===== config.mk =====
export PLATFORM = sky130hd
export DESIGN_NAME = ad_serdes_tx_gearbox_flat
export DESIGN_NICKNAME = d
export VERILOG_FILES = /design/src/rtl/ad_serdes_tx_gearbox_if.sv /design/src/rtl/ad_serdes_tx_gearbox.sv /design/src/flat_wrapper.sv
export SDC_FILE = /design/constraint.sdc
export NUM_CORES = 1
export LEC_CHECK = 0
export CORE_ASPECT_RATIO = 0.5
export CORE_MARGIN = 2
export CORE_UTILIZATION = 53
export DETAILED_ROUTE_END_ITERATION = 10
export HOLD_SLACK_MARGIN = 0.12
export PLACE_DENSITY_LB_ADDON = 0.25
export SYNTH_ARGS = -nofsm -noshare
export SYNTH_HDL_FRONTEND = slang
export SYNTH_SLANG_ARGS = --single-unit
export TNS_END_PERCENT = 20

===== constraint.sdc =====
create_clock -name clk -period 2.5 [get_ports clk]
set_input_delay 0.5 -clock clk [delete_from_list [all_inputs] [get_ports clk]]
set_output_delay 0.5 -clock clk [all_outputs]
set_load 0.01 [all_outputs]

===== src/rtl/ad_serdes_tx_gearbox_if.sv =====
// Parallel word handshake between the DAC/LVDS data path and the transmit gearbox.
// Latency: none; this only bundles wires.
// Backpressure: a word transfers on a rising edge where s_valid and s_ready are both high.
interface ad_serdes_tx_gearbox_if #(
    parameter int DATA_WIDTH    = 16,
    parameter int SERDES_FACTOR = 8
);
    // Slot k sits at [k*DATA_WIDTH +: DATA_WIDTH]; slot 0 goes out first.
    logic [DATA_WIDTH*SERDES_FACTOR-1:0] s_data;
    logic                                s_valid;
    logic                                s_ready;

    modport master (
        output s_data,
        output s_valid,
        input  s_ready
    );

    modport slave (
        input  s_data,
        input  s_valid,
        output s_ready
    );
endinterface


===== src/rtl/ad_serdes_tx_gearbox.sv =====
// Fabric transmit gearbox: one parallel word in, 1 (SDR) or 2 (DDR) slots per lane per clock out.
// Latency: slot 0 appears the cycle after the load edge; accept-to-first-slot is 1..N+1 cycles.
// Backpressure: one-word hold buffer; s_ready is low only while hold is full off a load edge.
module ad_serdes_tx_gearbox #(
    parameter int DATA_WIDTH    = 16,
    parameter int SERDES_FACTOR = 8,
    parameter bit DDR_OR_SDR_N  = 1'b1,
    parameter bit IDLE_SLOT     = 1'b0,
    parameter int CNT_WIDTH     = 16
) (
    input  logic                     clk,
    input  logic                     rstn,
    ad_serdes_tx_gearbox_if.slave    s,
    input  logic                     train_en,
    input  logic [SERDES_FACTOR-1:0] train_pattern,
    input  logic                     underflow_clr,
    output logic [DATA_WIDTH-1:0]    data_out_0,
    output logic [DATA_WIDTH-1:0]    data_out_1,
    output logic                     underflow,
    output logic [CNT_WIDTH-1:0]     underflow_cnt
);
    localparam int B      = DDR_OR_SDR_N ? 2 : 1;
    localparam int N      = SERDES_FACTOR / B;
    localparam int BEAT_W = (N > 1) ? $clog2(N) : 1;
    localparam int WORD_W = DATA_WIDTH * SERDES_FACTOR;
    localparam int STEP_W = B * DATA_WIDTH;

    localparam logic [BEAT_W-1:0] LAST_BEAT = BEAT_W'(N - 1);
    localparam logic [WORD_W-1:0] IDLE_WORD = {WORD_W{IDLE_SLOT}};
    // Slots vacated at the top of the shift register refill with the idle level.
    localparam logic [WORD_W-1:0] FILL_MASK = ~({WORD_W{1'b1}} >> STEP_W);

    if (SERDES_FACTOR < 2 || SERDES_FACTOR > 16 ||
        (DDR_OR_SDR_N && (SERDES_FACTOR % 2 != 0))) begin : g_bad_param
        $error("ad_serdes_tx_gearbox: illegal SERDES_FACTOR for the selected rate");
    end

    logic [BEAT_W-1:0] beat_q;
    logic [WORD_W-1:0] shift_q;
    logic [WORD_W-1:0] hold_q;
    logic              hold_full_q;
    logic              run_q;
    logic [WORD_W-1:0] train_word;
    logic              load_edge;
    logic              load_now;
    logic              idle_load;
    logic              accept;

    // Word boundary: every load_edge reloads the shift register (training, hold or idle).
    assign load_edge = (beat_q == LAST_BEAT);
    // Hold drains into shift only when training is not overriding this boundary.
    assign load_now  = load_edge && !train_en;
    assign idle_load = load_now && !hold_full_q;
    // run_q keeps ready low through reset and rises on the first edge after release.
    assign s.s_ready = run_q && (!hold_full_q || load_now);
    assign accept    = s.s_valid && s.s_ready;

    // Replicate training bit k across every lane of slot k.
    always_comb begin
        train_word = '0;
        for (int k = 0; k < SERDES_FACTOR; k++) begin
            train_word[k*DATA_WIDTH +: DATA_WIDTH] = {DATA_WIDTH{train_pattern[k]}};
        end
    end

    // Beat counter, shift register and one-word hold buffer; data always flows hold -> shift.
    always_ff @(posedge clk or negedge rstn) begin
        if (!rstn) begin
            beat_q      <= LAST_BEAT;
            shift_q     <= IDLE_WORD;
            hold_q      <= IDLE_WORD;
            hold_full_q <= 1'b0;
            run_q       <= 1'b0;
        end else begin
            run_q  <= 1'b1;
            beat_q <= load_edge ? '0 : beat_q + BEAT_W'(1);

            if (load_edge) begin
                if (train_en) begin
                    shift_q <= train_word;
                end else if (hold_full_q) begin
                    shift_q <= hold_q;
                end else begin
                    shift_q <= IDLE_WORD;
                end
            end else begin
                shift_q <= (shift_q >> STEP_W) | (IDLE_WORD & FILL_MASK);
            end

            if (accept) begin
                hold_q <= s.s_data;
            end
            if (load_now) begin
                hold_full_q <= accept;
            end else if (accept) begin
                hold_full_q <= 1'b1;
            end
        end
    end

    // Underflow pulse and saturating idle-word counter; a clear beats a same-edge increment.
    always_ff @(posedge clk or negedge rstn) begin
        if (!rstn) begin
            underflow     <= 1'b0;
            underflow_cnt <= '0;
        end else begin
            underflow <= idle_load;
            if (underflow_clr) begin
                underflow_cnt <= '0;
            end else if (idle_load && (underflow_cnt != {CNT_WIDTH{1'b1}})) begin
                underflow_cnt <= underflow_cnt + CNT_WIDTH'(1);
            end
        end
    end

    // Outputs come straight from shift register flops; no input reaches them combinationally.
    assign data_out_0 = shift_q[0 +: DATA_WIDTH];
    assign data_out_1 = (B == 2) ? shift_q[DATA_WIDTH +: DATA_WIDTH] : shift_q[0 +: DATA_WIDTH];

endmodule


===== src/flat_wrapper.sv =====
// flat-port wrapper written by rule: the top's interface ports become plain ports
module ad_serdes_tx_gearbox_flat 
#(
    parameter int DATA_WIDTH    = 16,
    parameter int SERDES_FACTOR = 8,
    parameter bit DDR_OR_SDR_N  = 1'b1,
    parameter bit IDLE_SLOT     = 1'b0,
    parameter int CNT_WIDTH     = 16
)
  (clk, rstn, train_en, train_pattern, underflow_clr, data_out_0, data_out_1, underflow, underflow_cnt, s_s_data, s_s_valid, s_s_ready);
  ad_serdes_tx_gearbox_if #(.DATA_WIDTH(DATA_WIDTH), .SERDES_FACTOR(SERDES_FACTOR)) s_i ();
  input  logic clk;
  input  logic rstn;
  input  logic train_en;
  input  logic [SERDES_FACTOR-1:0] train_pattern;
  input  logic underflow_clr;
  output logic [DATA_WIDTH-1:0] data_out_0;
  output logic [DATA_WIDTH-1:0] data_out_1;
  output logic underflow;
  output logic [CNT_WIDTH-1:0] underflow_cnt;
  input wire logic [$bits(s_i.s_data)-1:0] s_s_data;
  input wire logic [$bits(s_i.s_valid)-1:0] s_s_valid;
  output wire logic [$bits(s_i.s_ready)-1:0] s_s_ready;
  assign s_i.s_data = s_s_data;
  assign s_i.s_valid = s_s_valid;
  assign s_s_ready = s_i.s_ready;
  ad_serdes_tx_gearbox #(.DATA_WIDTH(DATA_WIDTH), .SERDES_FACTOR(SERDES_FACTOR), .DDR_OR_SDR_N(DDR_OR_SDR_N), .IDLE_SLOT(IDLE_SLOT), .CNT_WIDTH(CNT_WIDTH)) u_core (.clk(clk), .rstn(rstn), .s(s_i), .train_en(train_en), .train_pattern(train_pattern), .underflow_clr(underflow_clr), .data_out_0(data_out_0), .data_out_1(data_out_1), .underflow(underflow), .underflow_cnt(underflow_cnt));
endmodule

==> flow_metrics.py <==
metrics = {
    "run_status": {
        "run_status": "finished, final reports clean",
    },
    "cells_and_area": {
        "utilization_pct": 69.8,
        "area.growth.synth_to_final_pct": 26.8,
        "non_filler_instance_count_after_layout": 1375,
        "layout_cell_share_with_drive_strength_beyond_1_pct": 18.7,
        "antenna-diode-count": 0,
        "fillers": 1421,
        "nets": 1235,
        "layout_common_cells": "275 x sky130_fd_sc_hd__dfrtp_1, 187 x sky130_fd_sc_hd__clkdlybuf4s50_1, 146 x sky130_fd_sc_hd__a21oi_1",
        "mostFrequentLayoutCell": "sky130_fd_sc_hd__dfrtp_1",
    },
    "sta": {
        "fin_hold_ws_ps": 418,
        "totalNegativeSetupSlack_ps": 0,
        "grt_setup_unrepaired": "no",
        "timing.final.crit_share_pct": 97.3,
        "final-setup-viol-count": 0,
        "final_count_of_hold_timing_violations": 0,
        "drv_slew": 0,
        "worst-slew-pin-transition_ps": 1250,
        "skew_final_ps": 14.1,
        "post-route-min-period_ps": 2430,
        "fmaxAchievable_mhz": 411,
        "max_slew_margin_pct": 17.0,
    },
    "detailed_routing": {
        "ant_nets": 0,
        "drt_drc_violations_left": 0,
        "detail_route.wirelength_um": 25300,
        "dr.first_iter.drc_count": 500,
        "drt_first_pass_iters": 5,
        "drt-vias-per-instance": 5.39,
        "drt-wirelength-per-cell_um": 18.4,
        "route.vias.total": 7416,
    },
    "synth": {
        "yosys_warnings": 0,
        "synth_edf_count": 0,
        "syn-num-nets": 1079,
        "synth_seq_area_share_pct": 63.7,
        "synth_cell_type_count": 34,
        "postSynthAreaPerCell_sq_um": 11.6,
        "async_reset_ff_share_pct": 100,
        "yosys_most_used_dff": "sky130_fd_sc_hd__dfrtp_1",
        "synth-seq-cells": 277,
        "syn_area_sq_mm": 0.0109,
        "synth_cells": 936,
    },
    "global_routing": {
        "grt_remaining_overflow": 0,
        "grt_pass1_vias": 7516,
        "grt_pass1_wl_um": 41000,
        "grt_start_max_net_pins": 69,
        "antenna_found_initial": 0,
        "grtUsageTotal_pct": 24.0,
    },
    "die": {
        "ios": 191,
        "initial_utilization_pct": 55.0,
        "core_area_sq_mm": 0.0198,
        "die_y_um": 105,
        "standard_cell_rows": 36,
        "die_x_um": 207,
        "fp.dieArea_sq_mm": 0.0218,
    },
    "hold_path": {
        "min-delay-path-class": "in2reg",
    },
    "placement": {
        "portBuffers": 190,
        "dp_hpwl_um": 17200,
        "dp_cells": 1330,
        "globalplace.congestion": 0.880,
    },
    "setup_path": {
        "path_class": "reg2reg",
        "startpoint_type": "flip-flop",
        "timing.critical_path.slowest_cell_delay_ps": 570,
        "worstSetupEndpointType": "flip-flop",
        "timing.critical_path.cells": "ha_4, buf_4, or3b_4, or4_4, or4_1, a21oi_1",
        "crit_path_max_fanout": 6,
        "cp_data_required_time_ps": 2930,
        "cp.arrival_ps": 2860,
        "cp_slowest_cell": "sky130_fd_sc_hd__or4_4",
    },
    "clocking": {
        "clockRootBuffer": "sky130_fd_sc_hd__clkbuf_16",
        "cts_num_sinks": 277,
        "cts_buffer_depth": 3,
        "clk_transition_reported_paths_ps": 70,
        "clock_tree.htree_level_count": 1,
        "cts-buffers-inserted": 24,
        "worstSkewPairLatency_ps": 520,
        "tritoncts": "yes",
    },
    "power_and_ir_drop": {
        "vdd_ir_drop_max_mv": 0.340,
        "power_leakage_nw": 5.95,
        "power_density_over_the_cells_mw_per_mm2": 817,
    },
    "job": {
        "maxCapViolations": 0,
    },
}
layer usage:
layer / GRT usage [%] / share of wire (%) / wire length, um
met5: 0 / 0 / 0
met4: 3.98 / 1.6 / 417
met3: 6.09 / 7.7 / 1950
met2: 34.8 / 43 / 10900
met1: 36.9 / 47 / 12000
report_power, final:
group          internal, mW  switching [mW]  total [mW]
clock                  2.18            1.63        3.81
combinational         0.992           0.710        1.70
sequential             5.33           0.427        5.76
worst max-delay path: cells and delay by family (launching register included):
family	cells	cell delay [ps]
AOI/OAI and AO/OA	1	140
adders and majority gates	1	130
buffers and inverters	1	130
DFF	1	560
and+or+nand+nor	3	1390
what timing repair did:
action	4_1_cts	5_1_grt
resized for setup	3	3
hold buffers	1	0
setup endpoints to repair	1	8
buffers inserted	1	0
pin swaps	1	1
endpoints found under the hold margin	54	0
state kept, by name, summed over array words and instances, names as in the netlist:
| name | cells |
|---|---|
| u_core.hold_q | 128 |
| u_core.shift_q | 128 |
| u_core.underflow_cnt | 16 |
| u_core.beat_q | 2 |
| u_core.hold_full_q | 1 |
| u_core.run_q | 1 |
| u_core.underflow | 1 |
metrics by stage:
step                      worst slack [ps]  total power, mW  cell area [sq um]
final                                 68.3             11.3              13800
after global routing                  10.7             11.8              13800
after CTS                             12.5             11.3              13800
after detailed placement               117             7.52              13000
after global placement                 180             7.43              13000
after floorplan                        316             6.78              10900
cell type report:
type	instances	area (sq um)	share of cell area, %
sequential	277	6930	50.3
multi-input combinational	567	3500	25.4
timing repair buffer	218	2200	16.0
clock buffer	32	661	4.79
tap	266	333	2.41
clock inverter	11	149	1.08
inverter	4	15.0	0.109
logic make-up after synthesis:
| group | count (synthesis) | synth area share (%) |
|---|---|---|
| AO/OA/AOI/OAI | 163 | 7.74 |
| other | 1 | 0.0345 |
| multiplexers | 130 | 13.4 |
| flip-flops | 277 | 63.7 |
| XOR/XNOR | 1 | 0.0805 |
| adder cells (fa/ha/maj) | 2 | 0.230 |
| buffers and inverters | 92 | 4.51 |
| AND/OR/NAND/NOR | 270 | 10.2 |
path summary, 6_finish.rpt:
kind / slack, ps / cells after the start / endpoint / start
max in group asynchronous: 1270 / 3 / u_core.shift_q[12]$_DFF_PN0_ / rstn
worst max-delay path: 70 / 6 / u_core.underflow_cnt[14]$_DFFE_PN0P_ / u_core.beat_q[0]$_DFF_PN1_
worst min register to register: 490 / 2 / u_core.shift_q[65]$_DFF_PN0_ / u_core.shift_q[97]$_DFF_PN0_
worst min-delay path: 420 / 4 / u_core.hold_full_q$_DFFE_PN0P_ / train_en
worst max register to register: 70 / 6 / u_core.underflow_cnt[14]$_DFFE_PN0P_ / u_core.beat_q[0]$_DFF_PN1_
min in group asynchronous: 520 / 2 / u_core.underflow_cnt[5]$_DFFE_PN0P_ / rstn
synth_stat cells (2+ instances only):
master                       n  area, sq um
sky130_fd_sc_hd__or2_2       2         12.5
sky130_fd_sc_hd__nand2_1   103          387
sky130_fd_sc_hd__dfrtp_1   275         6880
sky130_fd_sc_hd__nor4_1      2         12.5
sky130_fd_sc_hd__buf_1       7         26.3
sky130_fd_sc_hd__clkbuf_1   34          128
sky130_fd_sc_hd__nand4_1     5         31.3
sky130_fd_sc_hd__ha_1        2         25.0
sky130_fd_sc_hd__or3_1       7         43.8
sky130_fd_sc_hd__mux2_2    128         1440
sky130_fd_sc_hd__nand3_1     6         30.0
sky130_fd_sc_hd__a21oi_1   146          731
sky130_fd_sc_hd__inv_1       4         15.0
sky130_fd_sc_hd__nor2_1    132          495
sky130_fd_sc_hd__buf_4      32          240
sky130_fd_sc_hd__dfstp_2     2         52.6
sky130_fd_sc_hd__or4_1       5         37.5
sky130_fd_sc_hd__o21ai_1     2         10.0
sky130_fd_sc_hd__o21ai_0     8         40.0
sky130_fd_sc_hd__o31ai_1     5         37.5
sky130_fd_sc_hd__buf_2      14         70.1
sky130_fd_sc_hd__and2_1      2         12.5
sky130_fd_sc_hd__mux2i_1     2         20.0
No activity file was read; power rests on OpenSTA's default activity.
